===== src/rtl/sample_pkg.sv =====
// Shared audio-interface types for the pedal datapath: frame format selector
// and the frame-clock level rule used by the I2S clock generator.
package sample_pkg;

  typedef enum logic {I2S_FMT, LJ_FMT} i2s_fmt_e;

  localparam int MAX_CH = 8;

  // I2S drives lrck one bit early, so it looks at the following bit index.
  function automatic logic lrck_level(input i2s_fmt_e fmt, input int b, input int frame);
    int pos;
    if (fmt == I2S_FMT) begin
      pos = (b + 1 == frame) ? 0 : b + 1;
    end else begin
      pos = b;
    end
    return (pos >= frame / 2);
  endfunction

endpackage


===== src/rtl/i2s_mc_xcvr_clk_gen.sv =====
// Bit/frame clock generator: mclk divider, bit counter, slot/position
// counters, registered sclk/lrck and the fall/rise/frame-start strobes.
module i2s_clk_gen
  import sample_pkg::*;
#(
  parameter int       SLOT_W        = 32,
  parameter int       NUM_CH        = 2,
  parameter int       MCLK_PER_SCLK = 4,
  parameter i2s_fmt_e FMT           = I2S_FMT,
  localparam int      FRAME         = NUM_CH * SLOT_W,
  localparam int      BW            = $clog2(FRAME),
  localparam int      SW            = $clog2(NUM_CH),
  localparam int      KW            = $clog2(SLOT_W)
) (
  input  logic          mclk_i,
  input  logic          rst_n_i,
  output logic          sclk_o,
  output logic          lrck_o,
  output logic          fall_o,
  output logic          rise_o,
  output logic          frame_start_o,
  output logic [SW-1:0] slot_o,
  output logic [KW-1:0] pos_o
);

  localparam int HALF = MCLK_PER_SCLK / 2;
  localparam int DW   = $clog2(MCLK_PER_SCLK);

  logic [DW-1:0] d_q, d_d;
  logic [BW-1:0] b_q, b_d;
  logic [SW-1:0] s_q, s_d;
  logic [KW-1:0] k_q, k_d;
  logic          sclk_q, sclk_d;
  logic          lrck_q, lrck_d;
  logic          bit_end;

  // b, slot and position all step together on the last mclk of an sclk
  // period, so they hold steady from one fall event to the next.
  always_comb begin
    bit_end = (d_q == DW'(MCLK_PER_SCLK - 1));
    d_d     = bit_end ? '0 : d_q + DW'(1);
    b_d     = b_q;
    s_d     = s_q;
    k_d     = k_q;
    if (bit_end) begin
      b_d = (b_q == BW'(FRAME - 1)) ? '0 : b_q + BW'(1);
      if (k_q == KW'(SLOT_W - 1)) begin
        k_d = '0;
        s_d = (s_q == SW'(NUM_CH - 1)) ? '0 : s_q + SW'(1);
      end else begin
        k_d = k_q + KW'(1);
      end
    end
    sclk_d = (d_d >= DW'(HALF));
    lrck_d = lrck_level(FMT, int'(b_d), FRAME);
  end

  always_ff @(posedge mclk_i) begin
    if (!rst_n_i) begin
      d_q    <= '0;
      b_q    <= '0;
      s_q    <= '0;
      k_q    <= '0;
      sclk_q <= 1'b0;
      lrck_q <= 1'b0;
    end else begin
      d_q    <= d_d;
      b_q    <= b_d;
      s_q    <= s_d;
      k_q    <= k_d;
      sclk_q <= sclk_d;
      lrck_q <= lrck_d;
    end
  end

  assign sclk_o        = sclk_q;
  assign lrck_o        = lrck_q;
  assign fall_o        = (d_q == '0);
  assign rise_o        = (d_q == DW'(HALF));
  assign frame_start_o = fall_o && (b_q == '0);
  assign slot_o        = s_q;
  assign pos_o         = k_q;

endmodule


===== src/rtl/i2s_mc_xcvr.sv =====
// Multi-channel I2S / left-justified transceiver: TX holding register and
// frame shifter, RX deserialiser, underrun and frame-valid flags.
module i2s_mc_xcvr
  import sample_pkg::*;
#(
  parameter int       DATA_W        = 24,
  parameter int       SLOT_W        = 32,
  parameter int       NUM_CH        = 2,
  parameter int       MCLK_PER_SCLK = 4,
  parameter i2s_fmt_e FMT           = I2S_FMT
) (
  input  logic                     mclk,
  input  logic                     rst_n,
  output logic [NUM_CH*DATA_W-1:0] rx_data,
  output logic                     rx_vld,
  input  logic [NUM_CH*DATA_W-1:0] tx_data,
  input  logic                     tx_vld,
  output logic                     tx_urun,
  output logic                     lrck,
  output logic                     sclk,
  output logic                     sdo,
  input  logic                     sdi
);

  localparam int FRAME_W = NUM_CH * DATA_W;
  localparam int SW      = $clog2(NUM_CH);
  localparam int KW      = $clog2(SLOT_W);
  localparam int CW      = $clog2(DATA_W);
  localparam int IW      = $clog2(FRAME_W);

  typedef logic [FRAME_W-1:0] frame_t;

  if (DATA_W < 2 || DATA_W > SLOT_W) begin : g_bad_data_w
    $error("i2s_mc_xcvr: DATA_W must be in 2..SLOT_W");
  end
  if (NUM_CH < 2 || NUM_CH > MAX_CH || (NUM_CH % 2) != 0) begin : g_bad_num_ch
    $error("i2s_mc_xcvr: NUM_CH must be even and in 2..8");
  end
  if (MCLK_PER_SCLK < 2 || (MCLK_PER_SCLK % 2) != 0) begin : g_bad_div
    $error("i2s_mc_xcvr: MCLK_PER_SCLK must be even and >= 2");
  end

  logic          fall, rise, frame_start;
  logic [SW-1:0] slot;
  logic [KW-1:0] pos;

  i2s_clk_gen #(
    .SLOT_W        (SLOT_W),
    .NUM_CH        (NUM_CH),
    .MCLK_PER_SCLK (MCLK_PER_SCLK),
    .FMT           (FMT)
  ) u_clk_gen (
    .mclk_i        (mclk),
    .rst_n_i       (rst_n),
    .sclk_o        (sclk),
    .lrck_o        (lrck),
    .fall_o        (fall),
    .rise_o        (rise),
    .frame_start_o (frame_start),
    .slot_o        (slot),
    .pos_o         (pos)
  );

  frame_t hold_q, hold_d;
  frame_t tx_frame_q, tx_frame_d;
  frame_t rx_sh_q, rx_sh_d;
  frame_t rx_data_q, rx_data_d;
  frame_t tx_src;
  logic   hold_ok_q, hold_ok_d;
  logic   sdo_q, sdo_d;
  logic   tx_urun_q, tx_urun_d;
  logic   rx_vld_q, rx_vld_d;
  logic   sdi_q;

  logic [DATA_W-1:0] tx_ch;
  logic [DATA_W-2:0] rx_ch;
  int                slot_n, pos_n;

  // The frame load is evaluated before the tx_vld write so a same-cycle
  // write only affects the following frame.
  always_comb begin
    slot_n     = int'(slot);
    pos_n      = int'(pos);
    hold_d     = hold_q;
    hold_ok_d  = hold_ok_q;
    tx_frame_d = tx_frame_q;
    sdo_d      = sdo_q;
    tx_urun_d  = 1'b0;
    rx_sh_d    = rx_sh_q;
    rx_data_d  = rx_data_q;
    rx_vld_d   = 1'b0;
    tx_src     = tx_frame_q;

    if (frame_start) begin
      tx_src     = hold_ok_q ? hold_q : '0;
      tx_frame_d = tx_src;
      tx_urun_d  = !hold_ok_q;
      hold_ok_d  = 1'b0;
    end
    if (tx_vld) begin
      hold_d    = tx_data;
      hold_ok_d = 1'b1;
    end

    tx_ch = tx_src[IW'(slot_n * DATA_W) +: DATA_W];
    if (fall) begin
      sdo_d = (pos_n < DATA_W) ? tx_ch[CW'(DATA_W - 1 - pos_n)] : 1'b0;
    end

    // Completing the last data bit of the last slot publishes the frame.
    rx_ch = rx_sh_q[IW'(slot_n * DATA_W) +: (DATA_W - 1)];
    if (rise && pos_n < DATA_W) begin
      rx_sh_d[IW'(slot_n * DATA_W) +: DATA_W] = {rx_ch, sdi_q};
      if (slot_n == NUM_CH - 1 && pos_n == DATA_W - 1) begin
        rx_data_d = rx_sh_d;
        rx_vld_d  = 1'b1;
      end
    end
  end

  always_ff @(posedge mclk) begin
    if (!rst_n) begin
      hold_q     <= '0;
      hold_ok_q  <= 1'b0;
      tx_frame_q <= '0;
      sdo_q      <= 1'b0;
      tx_urun_q  <= 1'b0;
      rx_sh_q    <= '0;
      rx_data_q  <= '0;
      rx_vld_q   <= 1'b0;
      sdi_q      <= 1'b0;
    end else begin
      hold_q     <= hold_d;
      hold_ok_q  <= hold_ok_d;
      tx_frame_q <= tx_frame_d;
      sdo_q      <= sdo_d;
      tx_urun_q  <= tx_urun_d;
      rx_sh_q    <= rx_sh_d;
      rx_data_q  <= rx_data_d;
      rx_vld_q   <= rx_vld_d;
      sdi_q      <= sdi;
    end
  end

  assign rx_data = rx_data_q;
  assign rx_vld  = rx_vld_q;
  assign tx_urun = tx_urun_q;
  assign sdo     = sdo_q;

endmodule


===== config.mk =====
export PLATFORM = sky130hd
export DESIGN_NAME = i2s_mc_xcvr
export DESIGN_NICKNAME = d
export VERILOG_FILES = /design/src/rtl/sample_pkg.sv /design/src/rtl/i2s_mc_xcvr_clk_gen.sv /design/src/rtl/i2s_mc_xcvr.sv
export SDC_FILE = /design/constraint.sdc
export NUM_CORES = 1
export LEC_CHECK = 0
export ABC_CLOCK_PERIOD_IN_PS = 3300
export BUFFER_PORTS_ARGS = -buffer_cell sky130_fd_sc_hd__buf_2
export CORE_ASPECT_RATIO = 0.75
export CORE_MARGIN = 4
export CORE_UTILIZATION = 35
export CTS_CLUSTER_DIAMETER = 100
export DETAILED_ROUTE_END_ITERATION = 16
export PLACE_DENSITY = 0.62
export REMOVE_ABC_BUFFERS = 1
export SYNTH_ARGS = -nofsm -noshare
export SYNTH_HDL_FRONTEND = slang
export SYNTH_SLANG_ARGS = --single-unit

===== constraint.sdc =====
create_clock -name mclk -period 3.3 [get_ports mclk]
set_clock_uncertainty 0.05 [all_clocks]
set_input_delay 0.33 -clock mclk [delete_from_list [all_inputs] [get_ports mclk]]
set_output_delay 0.33 -clock mclk [all_outputs]
set_load 0.01 [all_outputs]

==> qor.yml <==
antenna_found_initial: 1
min_path_cells: 3
ys.flop_type: "dfxtp_1"
num-nets-final: 1164
die_width_um: 199
reg2reg_slack_ns: 0.32
crit_path_max_fanout: 23
worst_path_largest_cell_delay_ns: 0.65
cp.arrival_ns: 3.34
path_clk_slew_ns: 0.06
drive_gt1_share_pct: 16.5
power_density_mw_per_mm2: 515
vias_per_cell: 4.99
clk_latency_ns: 0.52
place_ws_ns: 0.342
stdcell_area_sq_mm: 0.0113
ys_warn_count: 0
post-route-period-util_pct: 90.3
wire_per_inst_um: 15.0
crit_type: "reg2reg"
syn_inst: 1030
critPathCaptureType: "flop"
portBuffers: 104
drv_slew: 0
overflow: 0
critPathLaunchType: "flop"
clock.fmax_ghz: 0.336
drv_cap: 0
synthToLayoutAreaGrowth_pct: 17.5
cts_resized: 0
p_int_mw: 4.44
fin_cells: 1470
switching_share_pct: 23.6
ff_latch_area_sq_mm: 0.00425
switchingPower_mw: 1.37
ioPinCount: 105
p_clk_share_pct: 46.5
outcome: "complete, no violations"
syn_area_per_cell_sq_um: 9.33
relSlewSlack_pct: 36.7
grt_usage_pct: 14.3
fp.coreArea_sq_mm: 0.0270
fin_crit_ns: 2.98
hold_viol_final: 0
start_util_pct: 35.6
clockRootBuffer: "clkbuf_16"
ys_seq_area_share_pct: 44.2
ir_worst_vdd_mv: 0.455
grt_max_degree: 98
place_area_sq_mm: 0.0104
ys_types: 57
setup_ws_ns: 0.321
leakage_nw: 4.73
routed-via-count: 7338
gp_congestion: 0.801
postRouteAntennaNets: 0
finalSetupViolations: 0
grt_pass1_vias: 6888
die_h_um: 151
worstMarginPinSlew_ns: 0.947
share_comb_of_total_power_pct: 7.9
rsz0062_at_grt: "false"
routed_wl_mm: 22.1
synthArstFlopShare_pct: 0
synth-edff-count: 0
cp_cell_sequence: "inv_1 > ha_1 > or4b_4 > nor2_8 > buf_4 > mux4_2 > a211oi_1 > o32ai_1 > a21oi_1 > nor3_2"
n_fill_cell: 2649
critPathSlowestCell: "or4b_4"
dr.pass1.iters: 5
worst_r2r_path_depth: 10
cts_made_buffers: 23
htree_levels: 1
fp.dieArea_sq_mm: 0.0302
syn_area_sq_mm: 0.00961
clock-sinks: 212
dr.first_iter.drc_count: 430
multiInputGateArea_sq_mm: 0.00494
p_seq_share_pct: 45.6
rows: 52
grt_pass1_wl_mm: 36.2
worstPathRequired_ns: 3.66
drc: 0
clock_path_buffers: 3
yosys_register_bits: 212
dp_hpwl_mm: 14.7
dp.cells: 1418
tns_ns: 0
cts_tree: "built"
whs_ns: 0.0193
holdCritPathClass: "in2reg"
## kinds of logic after synthesis
kind of cell	after synthesis	share of synthesized area, %
xor+xnor	5	0.456
buf+inv	98	4.47
flops	212	44.2
fa+ha+maj	8	1.04
compound gates	209	16.7
simple gates	384	19.4
mux	114	13.7
## path summary, 6_finish.rpt
kind / start / endpoint
hold / removal: tx_data[46] / hold_q[46]
hold reg to reg: u_clk_gen.d_q[0] / u_clk_gen.d_q[0]
setup / recovery: u_clk_gen.d_q[0] / sdo
setup reg to reg: u_clk_gen.d_q[0] / sdo
## flip-flops by register name, indices dropped and copies added, names as in the netlist
name	flops
rx_vld	1
u_clk_gen.lrck_o	1
rx_data	48
u_clk_gen.b_q	6
sdi_q	1
tx_urun	1
sdo	1
u_clk_gen.pos_o	5
tx_frame_q	48
u_clk_gen.slot_o	1
rx_sh_q	48
u_clk_gen.sclk_o	1
hold_q	48
hold_ok_q	1
u_clk_gen.d_q	1
## stage by stage
step / utilization (%) / total power, mW
6_report: 41.8 / 5.81
5_1_grt: 41.8 / 6.05
4_1_cts: 41.8 / 5.90
3_5_place_dp: 38.4 / 3.16
3_3_place_gp: 38.4 / 3.15
2_1_floorplan: - / 2.95
## power by group through the flow
stage	Combinational [mW]	Sequential, mW	Clock, mW
5_1_grt	0.505	2.66	2.89
6_report	0.457	2.65	2.70
3_5_place_dp	0.449	2.71	0
4_1_cts	0.461	2.65	2.79
3_3_place_gp	0.441	2.71	0
2_1_floorplan	0.250	2.70	0
## cells in the final DEF (no fill, tap or decap), types with 23 or more instances in the layout
master,Yosys,final
dfxtp_1,212,211
mux2i_1,100,100
o21ai_0,39,39
and2_1,45,45
clkbuf_16,0,23
buf_2,12,103
a21boi_0,80,80
o211a_1,48,48
nor2b_1,61,61
nand2_1,225,225
## worst max-delay path, delay by kind of cell (launching register included)
family / cells / cell delay (ns)
and+or+nand+nor: 3 / 0.95
AOI/OAI and AO/OA: 3 / 0.67
buffers and inverters: 2 / 0.32
muxes: 1 / 0.34
DFF: 1 / 0.32
adders and majority gates: 1 / 0.21
## routing by layer
layer | wire length, um | track usage, %
met1 | 11500 | 21.9
met2 | 9200 | 21.1
met3 | 969 | 2.32
met4 | 423 | 3.45
met5 | 0 | 0
## what timing repair did
action                                 CTS  global route
buffers inserted                         0             0
hold buffers                            12             0
endpoints found under the hold margin   12             0
## Yosys cell counts (all sizes together) (2+ instances only)
master | number | area, sq um
nand2 | 226 | 851
dfxtp | 212 | 4240
mux2i | 100 | 1000
a21boi | 81 | 608
clkbuf | 64 | 240
nor2b | 61 | 382
o211a | 48 | 480
and2 | 45 | 282
o21ai | 39 | 195
buf | 23 | 148
a21oi | 15 | 78.8
mux4 | 14 | 315
nand3 | 11 | 55.1
inv | 10 | 37.5
nand4 | 9 | 56.3
ha | 8 | 100
nand2b | 6 | 37.5
nor3 | 6 | 35.0
a211oi | 5 | 37.5
and3 | 5 | 31.3
xnor2 | 4 | 35.0
a2111oi | 3 | 32.5
nor2 | 3 | 27.5
nor3b | 3 | 22.5
nor4 | 3 | 18.8
o2111ai | 3 | 26.3
nand3b | 2 | 15.0
o221ai | 2 | 17.5
o32ai | 2 | 17.5
## cell type report
type                            count  share of cell area [%]
Sequential cell                   212                    37.6
Antenna cell                        1                  0.0222
Inverter                           11                   0.366
Timing Repair Buffer              136                    7.36
Multi-Input combinational cell    720                    43.7
Tap cell                          351                    3.89
Clock inverter                     12                    1.60
Clock buffer                       27                    5.41
No activity file was read; power rests on OpenSTA's default activity.
